<file path="src/rtl/alu_share_ctrl_pkg.sv">
// Shared types and ALU function codes for the shared-ALU sequencer.
package alu_share_ctrl_pkg;

  typedef enum logic [1:0] {
    IDLE = 2'd0,
    EXEC = 2'd1,
    RESP = 2'd2
  } state_t;

  localparam logic [5:0] FUN_ADD = 6'b000000;
  localparam logic [5:0] FUN_SUB = 6'b000001;
  localparam logic [5:0] FUN_AND = 6'b011000;
  localparam logic [5:0] FUN_OR  = 6'b011110;
  localparam logic [5:0] FUN_XOR = 6'b010110;
  localparam logic [5:0] FUN_NOR = 6'b010001;
  localparam logic [5:0] FUN_SLL = 6'b100000;
  localparam logic [5:0] FUN_SRL = 6'b100001;
  localparam logic [5:0] FUN_SRA = 6'b100011;
  localparam logic [5:0] FUN_EQ  = 6'b110011;
  localparam logic [5:0] FUN_NEQ = 6'b110001;
  localparam logic [5:0] FUN_LT  = 6'b110101;
  localparam logic [5:0] FUN_LEZ = 6'b111101;
  localparam logic [5:0] FUN_GTZ = 6'b111111;

endpackage

</file>
<file path="src/rtl/alu_share_ctrl_arb.sv">
// Two-way round-robin grant; on a tie the requester that did not win last time is chosen.
module rr_arb2 (
  input  logic [1:0] valid,
  input  logic       last,
  output logic [1:0] gnt
);

  always_comb begin
    gnt = '0;
    case (valid)
      2'b01:   gnt = 2'b01;
      2'b10:   gnt = 2'b10;
      2'b11:   gnt = last ? 2'b01 : 2'b10;
      default: gnt = '0;
    endcase
  end

endmodule

</file>
<file path="src/rtl/alu_share_ctrl.sv">
// Shares one combinational ALU between two requesters: accept, execute one cycle,
// then hold the result on the owner's response handshake.
module alu_share_ctrl
  import alu_share_ctrl_pkg::*;
#(
  parameter int unsigned DW = 32,
  parameter int unsigned FW = 6,
  parameter int unsigned CW = 16
) (
  input  logic          clk,
  input  logic          reset,
  input  logic          r0_valid,
  output logic          r0_ready,
  input  logic [DW-1:0] r0_a,
  input  logic [DW-1:0] r0_b,
  input  logic [FW-1:0] r0_fun,
  input  logic          r0_sign,
  output logic          r0_rvalid,
  input  logic          r0_rready,
  output logic [DW-1:0] r0_result,
  input  logic          r1_valid,
  output logic          r1_ready,
  input  logic [DW-1:0] r1_a,
  input  logic [DW-1:0] r1_b,
  input  logic [FW-1:0] r1_fun,
  input  logic          r1_sign,
  output logic          r1_rvalid,
  input  logic          r1_rready,
  output logic [DW-1:0] r1_result,
  output logic [DW-1:0] alu_a,
  output logic [DW-1:0] alu_b,
  output logic [FW-1:0] alu_fun,
  output logic          alu_sign,
  input  logic [DW-1:0] alu_s,
  output logic          busy,
  output logic [CW-1:0] gnt0_cnt,
  output logic [CW-1:0] gnt1_cnt
);

  state_t        state;
  logic          last_grant;
  logic          owner;
  logic [DW-1:0] result_q;
  logic [1:0]    gnt;
  logic          taken;

  rr_arb2 u_arb (
    .valid ({r1_valid, r0_valid}),
    .last  (last_grant),
    .gnt   (gnt)
  );

  // Grant already implies valid, so ready alone marks an accept.
  assign r0_ready  = (state == IDLE) && gnt[0];
  assign r1_ready  = (state == IDLE) && gnt[1];
  assign r0_rvalid = (state == RESP) && !owner;
  assign r1_rvalid = (state == RESP) &&  owner;
  assign r0_result = result_q;
  assign r1_result = result_q;
  assign busy      = (state != IDLE);
  assign taken     = owner ? r1_rready : r0_rready;

  always_ff @(posedge clk or negedge reset) begin
    if (!reset) begin
      state      <= IDLE;
      last_grant <= 1'b1;
      owner      <= 1'b0;
      alu_a      <= '0;
      alu_b      <= '0;
      alu_fun    <= '0;
      alu_sign   <= 1'b0;
      result_q   <= '0;
      gnt0_cnt   <= '0;
      gnt1_cnt   <= '0;
    end else begin
      case (state)
        IDLE: begin
          if (r0_ready) begin
            alu_a    <= r0_a;
            alu_b    <= r0_b;
            alu_fun  <= r0_fun;
            alu_sign <= r0_sign;
            owner    <= 1'b0;
            if (gnt0_cnt != '1) gnt0_cnt <= gnt0_cnt + 1'b1;
            state    <= EXEC;
          end else if (r1_ready) begin
            alu_a    <= r1_a;
            alu_b    <= r1_b;
            alu_fun  <= r1_fun;
            alu_sign <= r1_sign;
            owner    <= 1'b1;
            if (gnt1_cnt != '1) gnt1_cnt <= gnt1_cnt + 1'b1;
            state    <= EXEC;
          end
        end
        EXEC: begin
          result_q <= alu_s;
          state    <= RESP;
        end
        RESP: begin
          if (taken) begin
            last_grant <= owner;
            state      <= IDLE;
          end
        end
        default: state <= IDLE;
      endcase
    end
  end

endmodule

</file>
<file path="config.mk">
export PLATFORM = sky130hd
export DESIGN_NAME = alu_share_ctrl
export DESIGN_NICKNAME = d
export VERILOG_FILES = /design/src/rtl/alu_share_ctrl_pkg.sv /design/src/rtl/alu_share_ctrl_arb.sv /design/src/rtl/alu_share_ctrl.sv
export SDC_FILE = /design/constraint.sdc
export NUM_CORES = 1
export LEC_CHECK = 0
export ABC_AREA = 1
export BUFFER_PORTS_ARGS = -buffer_cell sky130_fd_sc_hd__buf_2
export CAP_MARGIN = 25
export CORE_AREA = 2 2 136 138
export DETAILED_ROUTE_END_ITERATION = 16
export DIE_AREA = 0 0 138 140
export PLACE_DENSITY = 0.75
export SETUP_SLACK_MARGIN = 0.1
export SYNTH_ARGS = -nofsm -noshare
export SYNTH_HDL_FRONTEND = slang
export SYNTH_SLANG_ARGS = --single-unit
</file>
<file path="constraint.sdc">
create_clock -name clk -period 2.24 [get_ports clk]
set_input_delay 0.336 -clock clk [delete_from_list [all_inputs] [get_ports clk]]
set_output_delay 0.336 -clock clk [all_outputs]
set_load 0.05 [all_outputs]
</file>
==> results of run 1 <==
-- logic make-up after synthesis --
group,after synthesis,synth area share
DFF,139,0.505
buffers and inverters,101,0.0873
adders and majority gates,2,0.00363
muxes,32,0.0523
xor gates and xnor gates,14,0.0178
and+or+nand+nor,353,0.216
AOI/OAI and AO/OA,160,0.119
-- routing by layer --
| metal | global-route usage | wire length (µm) | vias up |
|---|---|---|---|
| met2 | 0.365 | 11000 | 219 |
| met3 | 0.0509 | 1200 | 27 |
| met5 | 0 | 13 | - |
| met4 | 0.0671 | 371 | 2 |
| met1 | 0.270 | 8750 | 3166 |
| li1 | - | - | 3206 |
-- power groups by stage --
stage	registers [W]	logic [W]	clock network (W)
floorplan	0.00826	0.00430	0
global placement	0.00446	0.00996	0
detailed placement	0.00450	0.0101	0
CTS	0.00446	0.0101	0.00319
global route	0.00462	0.0106	0.00329
finish	0.00447	0.0100	0.00312
-- critical path, cell delays in order, from the launching register on --
cell and delay (ns):
dfrtp_1 0.40, nor2_4 0.17, nand3_4 0.19, inv_1 0.20
buf_2 0.30
-- through the flow --
| step | setup WS [ns] | cell area [µm²] |
|---|---|---|
| after floorplan | 0.406 | 6900 |
| after global placement | 0.516 | 8590 |
| after detailed placement | 0.445 | 8590 |
| after CTS | 0.157 | 9260 |
| after global routing | 0.121 | 9270 |
| final | 0.244 | 9270 |
-- registers in the layout, indices dropped and copies added (netlist names) --
signal      cells
state           2
last_grant      1
r0_result      32
gnt1_cnt       16
alu_sign        1
alu_fun         6
gnt0_cnt       16
alu_a          32
owner           1
alu_b          32
-- timing repair --
action / 4_1_cts / 5_1_grt
hold buffers: 1 / 0
gates resized for setup: 1 / 1
hold endpoints to repair: 33 / 0
endpoints found under the setup margin: 1 / 1
-- layout by cell type, fill, tap and decap left out, types with 2 or more instances in the layout --
cell / count
nand2_1: 206
mux2_2: 32
nand2_2: 5
nand3_1: 14
dfrtp_1: 138
nor2_4: 4
buf_12: 4
o21ai_1: 6
diode_2: 2
nand3_2: 3
inv_6: 2
nor2_1: 104
o21ai_2: 5
clkbuf_1: 2
xor2_1: 6
o21ai_0: 78
xnor2_1: 8
bufinv_16: 5
buf_4: 7
clkbuf_16: 17
nand4_1: 8
inv_1: 29
ha_1: 2
nand2_4: 3
clkinv_4: 4
a21oi_1: 71
inv_2: 2
buf_2: 349
-- final timing paths --
kind,startpoint,to,slack (ns)
worst max-delay path,state[1],r1_ready,0.24
worst min-delay path,alu_s[7],r0_result[7],0.15
worst max register to register,last_grant,gnt0_cnt[2],0.50
worst min register to register,alu_b[5],alu_b[5],0.52
max in group asynchronous,reset,last_grant,1.18
min in group asynchronous,reset,gnt0_cnt[9],0.39
-- final cells by class --
cell class                 count  area (µm²)  area share
clock inverter                13         215      0.0232
inverter                      31         116      0.0126
clock buffer                  19         433      0.0467
multi-input combinational    561        2820       0.305
timing repair buffer         363        1910       0.206
tap                          229         287      0.0309
antenna                        2        5.00    0.000540
sequential                   139        3480       0.376
==> impl_metrics.tcl, run 1 <==
set metrics [dict create \
    status "complete, no violations" \
    wl_mm 21.3 \
    clkPwrFrac 0.177 \
    hold_violations 0 \
    syn_to_final_growth_pct 34.4 \
    vias 6620 \
    stdcell_count 1357 \
    cts-root-buf "clkbuf_16" \
    grt_overflow_total 0 \
    yosysSeqAreaShare 0.505 \
    ys_dominant_reg_cell "dfrtp_1" \
    synthCells 801 \
    pwr-share-seq 0.253 \
    io_buffers 351 \
    synth_common_cells "nand2_1, dfrtp_1, nor2_1" \
    p_leak_nw 4.61 \
    maxCapViolCount 0 \
    die_w_um 138 \
    p_sw_frac 0.546 \
    p_int_w 0.00800 \
    p_sw_w 0.00963 \
    finalPower_w 0.0176 \
    core_area_um2 17800 \
    fmax_mhz 501 \
    cp.required_ns 1.90 \
    cts.clk_slew.worst_paths_ns 0.06 \
    worstSkewPairLatency_ns 0.41 \
    start_kind "register" \
    nNetsFinal 1295 \
    power.share.combinational 0.570 \
    ir_worst_vdd_uv 1980 \
    synth-async-reset-ratio 1.00 \
    crit_path_end_kind "output pin" \
    crit_fanout 14 \
    firstDrtPassIters 4 \
    synth_area_leaders "dfrtp_1, nand2_1, o21ai_0, nor2_1, mux2_2" \
    dp_cells 1322 \
    num_rows 49 \
    viasPerCell 4.88 \
    ant_nets 0 \
    n_fill_cell 1667 \
    whs_ns 0.154 \
    timing_worst_slew_pin_value_ns 0.468 \
    worstPathArrival_ns 1.66 \
    utilization 0.521 \
    drv_slew 0 \
    skew_ns 0.0117 \
    finalCritPeriodShare 0.891 \
    synth_top_cell_by_area "dfrtp_1" \
    first_iter_violations 284 \
    worstRegToRegCells 8 \
    synth.distinct_cells 30 \
    holdPathStages 2 \
    numCtsBuffers 17 \
    min_period_ns 2.00 \
    path_class "reg -> out" \
    dieHeight_um 140 \
    synth_top_area_share 0.501 \
    io_pins 352 \
    grt_max_degree 68 \
    place.gp.congestion 0.851 \
    grt_pass1_vias 6333 \
    rsz0062_at_grt "no" \
    post_cts_buffers 0 \
    die_area_um2 19300 \
    postSynthNetCount 983 \
    ys_ff_latch 139 \
    grt_pass1_wl_mm 33.2 \
    synth.cell_area_um2 6900 \
    drc 0 \
    synth_area_per_cell_um2 8.61 \
    hold_class "in -> reg" \
    synth.most_common_cell "nand2_1" \
    power_density_nw_per_um2 1900 \
    yosys_warnings 0 \
    fin_tns_setup_ns 0 \
    antenna_found_initial 4 \
    start_util 0.388 \
    wl_per_cell_um 15.7 \
    grt_use_total 0.214 \
    hpwl_mm 15.7 \
    htreeDepth 4 \
    layout-drive-gt1-share 0.401 \
    slew_headroom 0.688 \
    cts_tree "done" \
    clkSinkCount 139 \
    synth_edf_count 0 \
    cts_buffer_depth 2 \
    finalSetupViolCount 0 \
]
(Power assumes the default switching activity.)
==> run 2: changes to the inputs <==
--- a/config.mk
+++ b/config.mk
@@ -11,7 +11,7 @@
 export CORE_AREA = 2 2 136 138
 export DETAILED_ROUTE_END_ITERATION = 16
 export DIE_AREA = 0 0 138 140
-export PLACE_DENSITY = 0.75
+export PLACE_DENSITY = 0.77
 export SETUP_SLACK_MARGIN = 0.1
 export SYNTH_ARGS = -nofsm -noshare
 export SYNTH_HDL_FRONTEND = slang
==> impl_metrics.tcl, run 2 (synthesis gave the netlist of run 1 again) <==
set metrics [dict create \
    status "complete, no violations" \
    clkSinkCount 139 \
    worstSkewPairLatency_ns 0.41 \
    crit_fanout 11 \
    place.gp.congestion 0.891 \
    p_leak_nw 4.58 \
    grt_pass1_vias 6431 \
    slew_headroom 0.663 \
    power_density_nw_per_um2 1890 \
    p_sw_w 0.00972 \
    finalSetupViolCount 0 \
    viasPerCell 4.94 \
    grt_max_degree 60 \
    hold_class "in -> reg" \
    crit_path_top_delay_cell "dfrtp_1" \
    die_area_um2 19300 \
    max_stage_delay_ns 0.41 \
    cp.required_ns 1.90 \
    final_common_cell "buf_2" \
    pwr-share-seq 0.258 \
    num_rows 49 \
    clkPwrFrac 0.167 \
    wl_mm 21.6 \
    drc 0 \
    min_period_ns 1.96 \
    timing_worst_slew_pin_value_ns 0.506 \
    io_pins 352 \
    ant_nets 0 \
    cts_tree "done" \
    first_iter_violations 275 \
    grt_use_total 0.216 \
    htreeDepth 4 \
    ir_worst_vdd_uv 2060 \
    fmax_mhz 509 \
    hpwl_mm 15.9 \
    cts_buffer_depth 2 \
    numCtsBuffers 17 \
    post_cts_buffers 0 \
    power.share.combinational 0.576 \
    grt_pass1_wl_mm 33.4 \
    worstPathArrival_ns 1.63 \
    p_int_w 0.00773 \
    drv_slew 0 \
    nNetsFinal 1294 \
    vias 6693 \
    hold_violations 0 \
    path_class "reg -> out" \
    dieHeight_um 140 \
    skew_ns 0.0126 \
    core_area_um2 17800 \
    layout-drive-gt1-share 0.403 \
    crit_family "buffers and inverters" \
    io_buffers 351 \
    p_sw_frac 0.557 \
    final_cell_mix "buf_2, nand2_1, dfrtp_1" \
    cts.clk_slew.worst_paths_ns 0.07 \
    finalCritPeriodShare 0.876 \
    antenna_found_initial 1 \
    crit_path_end_kind "output pin" \
    fin_tns_setup_ns 0 \
    critPathBufInv 2 \
    firstDrtPassIters 5 \
    rsz0062_at_grt "no" \
    syn_to_final_growth_pct 33.6 \
    start_util 0.388 \
    utilization 0.518 \
    maxCapViolCount 0 \
    start_kind "register" \
    grt_overflow_total 0 \
    wl_per_cell_um 15.9 \
    die_w_um 138 \
    cts-root-buf "clkbuf_16" \
    crit_chain "nor2_4 > nand3_4 > inv_2 > buf_2" \
]
-- run 2: cell types whose count changed in the layout (fill, tap and decap cells not counted), sizes merged --
cell      delta
inv          +3
diode        -1
clkbuf       -1
bufinv       -3
clkinvlp     +1
clkinv       -1
-- run 2: stage by stage --
step	power (W)	std cells	instance area, µm²	setup slack, ns	hold slack [ns]
after detailed placement	0.0146	1321	8590	0.465	0.324
after global placement	0.0144	1321	8590	0.554	0.317
after floorplan	0.0126	801	6900	0.406	0.0404
after global routing	0.0183	1355	9220	0.195	0.128
final	0.0175	1355	9220	0.277	0.150
after CTS	0.0176	1354	9210	0.129	0.129
-- run 2: final timing paths --
check,start,to,slack (ns),cells past startpoint
worst min-delay path,alu_s[7],r0_result[7],0.15,2
worst min register to register,last_grant,last_grant,0.51,2
min in group asynchronous,reset,r0_result[15],0.44,2
worst max register to register,gnt0_cnt[0],gnt0_cnt[5],0.49,7
worst max-delay path,state[1],r1_ready,0.28,4
max in group asynchronous,reset,r0_result[4],1.12,3
-- run 2: timing repair --
action / 4_1_cts / 5_1_grt
hold buffers: 1 / 0
endpoints found under the setup margin: 1 / 1
resized for setup: 1 / 1
endpoints found under the hold margin: 46 / 0
-- run 2: per-layer routing --
layer,vias up,global-route usage,wire length [µm]
met2,265,0.374,10900
met4,0,0.0832,618
li1,3191,-,-
met1,3189,0.266,8690
met5,-,0,0
met3,48,0.0444,1300
-- run 2: final cells by class --
| class | count | area, µm² |
|---|---|---|
| Fill cell | 1691 | 8560 |
| Sequential cell | 139 | 3480 |
| Multi-Input combinational cell | 561 | 2820 |
| Timing Repair Buffer | 362 | 1900 |
| Clock buffer | 19 | 453 |
| Tap cell | 229 | 287 |
| Clock inverter | 13 | 156 |
| Inverter | 31 | 116 |
| Antenna cell | 1 | 2.50 |
-- run 2: power by group through the flow --
stage	Clock, W	Combinational, W	Sequential, W
floorplan	0	0.00430	0.00826
global placement	0	0.00990	0.00450
detailed placement	0	0.0101	0.00453
CTS	0.00297	0.0101	0.00449
global route	0.00308	0.0106	0.00465
finish	0.00291	0.0100	0.00450
-- run 2: worst register-to-register path, delay by kind of cell (launching register included) --
kind	cells	cell delay, ns
compound gates	2	0.55
flops	1	0.45
fa+ha+maj	1	0.24
simple gates	4	0.44
